`src/rtl/bdb_stim_sequencer.sv`:
```
// bdb_stim_sequencer: queued button/reset stimulus player for debouncer DUTs.
// Ops are buffered in a FIFO and replayed cycle-accurately, optionally with bounce.
module bdb_stim_sequencer #(
    parameter int N_CHAN   = 4,
    parameter int DEPTH    = 4,
    parameter int WAIT_W   = 8,
    parameter int HOLD_W   = 8,
    parameter int BOUNCE_W = 4,
    parameter int CH_W     = (N_CHAN > 1) ? $clog2(N_CHAN) : 1
) (
    input  logic                       clock,
    input  logic                       reset,
    input  logic                       op_valid,
    output logic                       op_ready,
    input  logic [1:0]                 op_code,
    input  logic [CH_W-1:0]            op_chan,
    input  logic [WAIT_W-1:0]          op_waits,
    input  logic [HOLD_W-1:0]          op_hold,
    input  logic [BOUNCE_W-1:0]        op_bounce,
    output logic [N_CHAN-1:0]          button,
    output logic                       dut_reset,
    output logic                       busy,
    output logic                       done,
    output logic [$clog2(DEPTH+1)-1:0] fifo_level,
    output logic                       chan_err
);

    localparam int AW = $clog2(DEPTH);
    localparam int LW = $clog2(DEPTH+1);

    localparam logic [1:0] OP_NOP   = 2'd0;
    localparam logic [1:0] OP_PRESS = 2'd1;
    localparam logic [1:0] OP_RST   = 2'd2;
    localparam logic [1:0] OP_BNC   = 2'd3;

    typedef struct packed {
        logic [1:0]          code;
        logic [CH_W-1:0]     chan;
        logic [WAIT_W-1:0]   waits;
        logic [HOLD_W-1:0]   hold;
        logic [BOUNCE_W-1:0] bounce;
    } op_t;

    typedef enum logic [2:0] {
        S_IDLE,
        S_WAIT,
        S_BOUNCE,
        S_HOLD,
        S_REL
    } state_t;

    op_t            mem [DEPTH];
    op_t            in_op;
    op_t            head;
    logic [AW-1:0]  wr_ptr;
    logic [AW-1:0]  rd_ptr;
    logic [LW-1:0]  level;
    logic           push;
    logic           pop;

    state_t               state;
    state_t               state_n;
    logic [1:0]           cur_code;
    logic [1:0]           cur_code_n;
    logic [CH_W-1:0]      cur_chan;
    logic [CH_W-1:0]      cur_chan_n;
    logic [WAIT_W-1:0]    wait_cnt;
    logic [WAIT_W-1:0]    wait_n;
    logic [HOLD_W-1:0]    hold_cnt;
    logic [HOLD_W-1:0]    hold_n;
    logic [BOUNCE_W-1:0]  bnc_cnt;
    logic [BOUNCE_W-1:0]  bnc_n;
    logic                 phase;
    logic                 phase_n;
    logic                 err_n;

    logic head_bnc;
    logic cur_bnc;
    logic is_btn;
    logic chan_ok;
    logic line_on;

    assign in_op = '{
        code:   op_code,
        chan:   op_chan,
        waits:  op_waits,
        hold:   op_hold,
        bounce: op_bounce
    };

    assign head     = mem[rd_ptr];
    assign op_ready = (level < LW'(DEPTH));
    assign push     = op_valid && op_ready;
    assign pop      = (state == S_IDLE) && (level != '0);

    // Storage has no reset; only pointers and level define validity.
    always_ff @(posedge clock) begin
        if (push) begin
            mem[wr_ptr] <= in_op;
        end
    end

    always_ff @(posedge clock) begin
        if (reset) begin
            wr_ptr <= '0;
            rd_ptr <= '0;
            level  <= '0;
        end else begin
            if (push) begin
                wr_ptr <= wr_ptr + 1'b1;
            end
            if (pop) begin
                rd_ptr <= rd_ptr + 1'b1;
            end
            case ({push, pop})
                2'b10:   level <= level + 1'b1;
                2'b01:   level <= level - 1'b1;
                default: level <= level;
            endcase
        end
    end

    assign head_bnc = (head.code == OP_BNC) && (head.bounce != '0);
    assign cur_bnc  = (cur_code == OP_BNC) && (bnc_cnt != '0);
    assign is_btn   = (cur_code == OP_PRESS) || (cur_code == OP_BNC);
    assign chan_ok  = (int'(cur_chan) < N_CHAN);

    always_ff @(posedge clock) begin
        if (reset) begin
            state    <= S_IDLE;
            cur_code <= OP_NOP;
            cur_chan <= '0;
            wait_cnt <= '0;
            hold_cnt <= '0;
            bnc_cnt  <= '0;
            phase    <= 1'b0;
            chan_err <= 1'b0;
        end else begin
            state    <= state_n;
            cur_code <= cur_code_n;
            cur_chan <= cur_chan_n;
            wait_cnt <= wait_n;
            hold_cnt <= hold_n;
            bnc_cnt  <= bnc_n;
            phase    <= phase_n;
            chan_err <= err_n;
        end
    end

    always_comb begin
        state_n    = state;
        cur_code_n = cur_code;
        cur_chan_n = cur_chan;
        wait_n     = wait_cnt;
        hold_n     = hold_cnt;
        bnc_n      = bnc_cnt;
        phase_n    = phase;
        err_n      = chan_err;
        unique case (state)
            S_IDLE: begin
                if (pop) begin
                    cur_code_n = head.code;
                    cur_chan_n = head.chan;
                    wait_n     = head.waits;
                    hold_n     = head.hold;
                    bnc_n      = head.bounce;
                    phase_n    = 1'b0;
                    if (head.waits != '0) begin
                        state_n = S_WAIT;
                    end else if (head_bnc) begin
                        state_n = S_BOUNCE;
                    end else begin
                        state_n = S_HOLD;
                    end
                end
            end
            S_WAIT: begin
                if (wait_cnt == WAIT_W'(1)) begin
                    state_n = cur_bnc ? S_BOUNCE : S_HOLD;
                end else begin
                    wait_n = wait_cnt - 1'b1;
                end
            end
            // phase 0 drives the line high, phase 1 low
            S_BOUNCE: begin
                if (!phase) begin
                    phase_n = 1'b1;
                end else if (bnc_cnt == BOUNCE_W'(1)) begin
                    state_n = S_HOLD;
                end else begin
                    bnc_n   = bnc_cnt - 1'b1;
                    phase_n = 1'b0;
                end
            end
            // a zero hold still lasts one cycle
            S_HOLD: begin
                if (hold_cnt <= HOLD_W'(1)) begin
                    state_n = S_REL;
                end else begin
                    hold_n = hold_cnt - 1'b1;
                end
            end
            S_REL: begin
                state_n = S_IDLE;
                if (is_btn && !chan_ok) begin
                    err_n = 1'b1;
                end
            end
            default: state_n = S_IDLE;
        endcase
    end

    assign line_on = (state == S_HOLD) || ((state == S_BOUNCE) && !phase);

    always_comb begin
        button = '0;
        for (int i = 0; i < N_CHAN; i++) begin
            button[i] = line_on && is_btn && chan_ok && (int'(cur_chan) == i);
        end
    end

    assign dut_reset  = (state == S_HOLD) && (cur_code == OP_RST);
    assign done       = (state == S_REL);
    assign busy       = (state != S_IDLE) || (level != '0);
    assign fifo_level = level;

endmodule

```
`config.mk`:
```
export PLATFORM = sky130hd
export DESIGN_NAME = bdb_stim_sequencer
export DESIGN_NICKNAME = d
export VERILOG_FILES = /design/src/rtl/bdb_stim_sequencer.sv
export SDC_FILE = /design/constraint.sdc
export NUM_CORES = 1
export LEC_CHECK = 0
export CAP_MARGIN = 40
export CORE_MARGIN = 3
export CORE_UTILIZATION = 50
export DETAILED_ROUTE_END_ITERATION = 10
export GPL_TIMING_DRIVEN = 0
export PLACE_DENSITY = 0.8
export SLEW_MARGIN = 20
export SYNTH_ARGS = -nofsm -noshare
export SYNTH_HDL_FRONTEND = slang
export SYNTH_SLANG_ARGS = --single-unit
```
`constraint.sdc`:
```
create_clock -name clock -period 3.6 [get_ports clock]
set_input_delay 0.9 -clock clock [delete_from_list [all_inputs] [get_ports clock]]
set_output_delay 0.9 -clock clock [all_outputs]
set_load 0.05 [all_outputs]
```
==> impl_metrics.toml <==
[sta]
final.min_clock_period_ps = 3520
rsz0062_at_grt = "yes"
max_slew.worst_pin.slew_ps = 764
final_max_slew_viol_count = 0
slew_headroom_pct = 48.6
fin_skew_ps = 8.51
fmax_ghz = 0.284
setup_violations = 0
min_period_over_period_pct = 97.8
hold_violations = 0

[clock_network]
holdBufCountCts = 0
numCtsBuffers = 17
htree_levels = 4
cts_root_buf = "clkbuf_16"
clk_pin_slew_ps = 50
tritoncts = "yes"
cts.path.max_buffers = 2
cts_setup_buffers = 0
worstSkewPairLatency_ps = 410
numClockSinks = 133

[drt]
vias_per_cell = 5.79
detail-route-antenna-nets = 0
drtIter0Drc = 187
vias = 3601
dr.pass1.iters = 5
drc_errors = 0
drt_wl_total_mm = 11.4
wire_per_inst_um = 18.4

[logic_synthesis]
synth_area_leaders = "edfxtp_1, dfxtp_1, mux4_1"
syn_area_per_cell_sq_um = 13.8
async_flop_share_pct = 0
synthDistinctLibCells = 54
synth_top_area_share_pct = 50.5
synth_edf_count = 96
ys_warn_count = 0
synth_cells = 415
ys_seq_area_share_pct = 63.4
syn_area_sq_um = 5710
synth_top_area_cell = "edfxtp_1"
yosys_register_bits = 133
ys.flop_type = "edfxtp_1"
synthesis.nets = 454

[global_route]
grt-ovfl-total = 0
antenna_found_initial = 0
grt_max_degree = 25
track_usage_pct = 19.1
grt_pass1_vias = 3748
grt_pass1_wl_mm = 18.7

[floorplanning]
die_y_um = 113
die_w_um = 113
core.rowCount = 38
core_area_sq_um = 11000
initial_core_util_pct = 52.0
dieArea_sq_um = 12700
pin_count = 39

[setup_path]
start_kind = "register"
worst_setup_path_end_kind = "primary output"
path_class = "register to primary output"
crit_chain = "buf_2 > or3b_2 > clkbuf_1 > nor2_1 > o21ai_0 > nor3b_1 > clkdlybuf4s15_1"
critPathTopFamily = "buffers and inverters"
crit_arrival_ps = 2620
required_ps = 2700
worst_r2r_startpoint = "state[2]$_SDFFE_PP0P_"
cp-startpoint = "state[0]$_SDFFE_PP0P_"
critPathSlowestCell = "clkdlybuf4s15_1"
critPathMaxStageDelay_ps = 530
path_max_fanout = 10
crit_buf_inv = 3

[power_and_ir_drop]
finalPower_mw = 5.71
p_leak_nw = 2.36
power_density_nw_per_um2 = 838
ir_worst_vdd_mv = 0.425

[final_layout]
post-route-util_pct = 62.0
register_area_sq_um = 3620
final_layout_size_suffix_gt1_share_pct = 13.9
n_antenna_cell = 0
n_fill_cell = 753
final_nets = 509
syn2layout_area_growth_pct = 19.3
multi_input_area_sq_um = 1900

[hold_path]
worstHoldStart = "hold_cnt[4]$_SDFFE_PP0P_"
hold_class = "register to register"

[place]
hpwl_mm = 7.28
routabilityCongestion = 0.881
portBuffers = 36

[run_status]
outcome = "completed"

[job]
cap_viol_max_count = 0
[per-layer routing]
| metal | wire [um] | vias up | track usage, % |
|---|---|---|---|
| met5 | 0 | - | 0 |
| met4 | 440 | 0 | 10.4 |
| met3 | 564 | 25 | 4.39 |
| met2 | 5740 | 119 | 31.2 |
| met1 | 4680 | 1762 | 23.6 |
| li1 | - | 1695 | - |
[tightest hold or removal path, cell delays in order (launching register included)]
cell     delay (ps)
dfxtp_1         310
o21ai_0          70
a21oi_1          60
[metrics by stage]
step | setup slack (ps) | std cells | instance area, sq um | setup TNS [ps] | hold slack, ps
floorplan | 265 | 415 | 5710 | 0 | 445
global placement | 228 | 591 | 6250 | 0 | 460
detailed placement | 143 | 591 | 6250 | 0 | 470
CTS | 54.7 | 622 | 6810 | 0 | 490
global route | -68.8 | 622 | 6810 | -68.8 | 522
finish | 79.2 | 622 | 6810 | 0 | 489
[kinds of logic after synthesis]
group                      count (synthesis)  synth area share, %
DFF                                      133                 63.4
and+or+nand+nor                          121                 10.2
AOI/OAI and AO/OA                         76                 8.43
buffers and inverters                     39                 3.37
muxes                                     28                 11.0
adders and majority gates                 12                 2.76
xor gates and xnor gates                   5                0.767
other                                      1               0.0657
[repair_timing]
| item | 4_1_cts | 5_1_grt |
|---|---|---|
| gates resized for setup | 4 | 6 |
| gates cloned | 0 | 0 |
| endpoints found under the hold margin | 0 | 0 |
| setup endpoints to repair | 4 | 4 |
[final timing paths]
path / slack, ps / cells after the start / to
max: 80 / 7 / button[1]
min reg2reg: 490 / 2 / hold_cnt[4]$_SDFFE_PP0P_
min: 490 / 2 / hold_cnt[4]$_SDFFE_PP0P_
max reg2reg: 600 / 9 / fifo_level[2]$_SDFFE_PP0P_
[placed cells by master (no fill, tap or decap), types with 5 or more instances in the layout]
cell	instances
clkbuf_16	17
nor2_1	36
inv_1	16
clkbuf_1	11
a21oi_1	22
nand3_1	6
edfxtp_1	96
o21ai_0	24
buf_2	6
mux4_1	12
clkdlybuf4s50_1	31
a31oi_1	5
mux4_2	12
ha_1	11
nor4_1	5
dfxtp_1	37
nand2_1	35
a211oi_1	6
nor3_1	9
[cell usage after synthesis, types with 6 or more instances]
cell	count
nor2_1	36
mux4_1	12
nand2_1	35
dfxtp_1	37
buf_2	6
ha_1	11
nor3_1	9
a211oi_1	6
nand3_1	6
mux4_2	12
inv_1	16
o21ai_0	24
clkbuf_1	9
a21oi_1	22
edfxtp_1	96
[layout make-up]
class                      count  share of cell area, %
clock inverter                12                   1.95
tap                          140                   2.57
buffer                        23                   1.95
timing repair buffer          36                   5.23
inverter                      16                  0.881
multi-input combinational    243                   27.9
sequential                   133                   53.2
clock buffer                  19                   6.35
[power breakdown]
group          internal (mW)  switching (mW)  leakage (nW)  total, mW
registers               1.97           0.161          1.18       2.13
clock network           1.01           0.611         0.269       1.63
logic                  0.770            1.18         0.910       1.95
total                   3.75            1.95          2.36       5.71
[state kept, by name, summed over array words and instances (netlist names), named ones only]
name / count
bnc_cnt: 4
cur_chan: 2
cur_code: 2
fifo_level: 3
hold_cnt: 8
mem: 96
phase: 1
rd_ptr: 2
state: 3
wait_cnt: 8
wr_ptr: 2
Power figures use the tool's default switching activity.
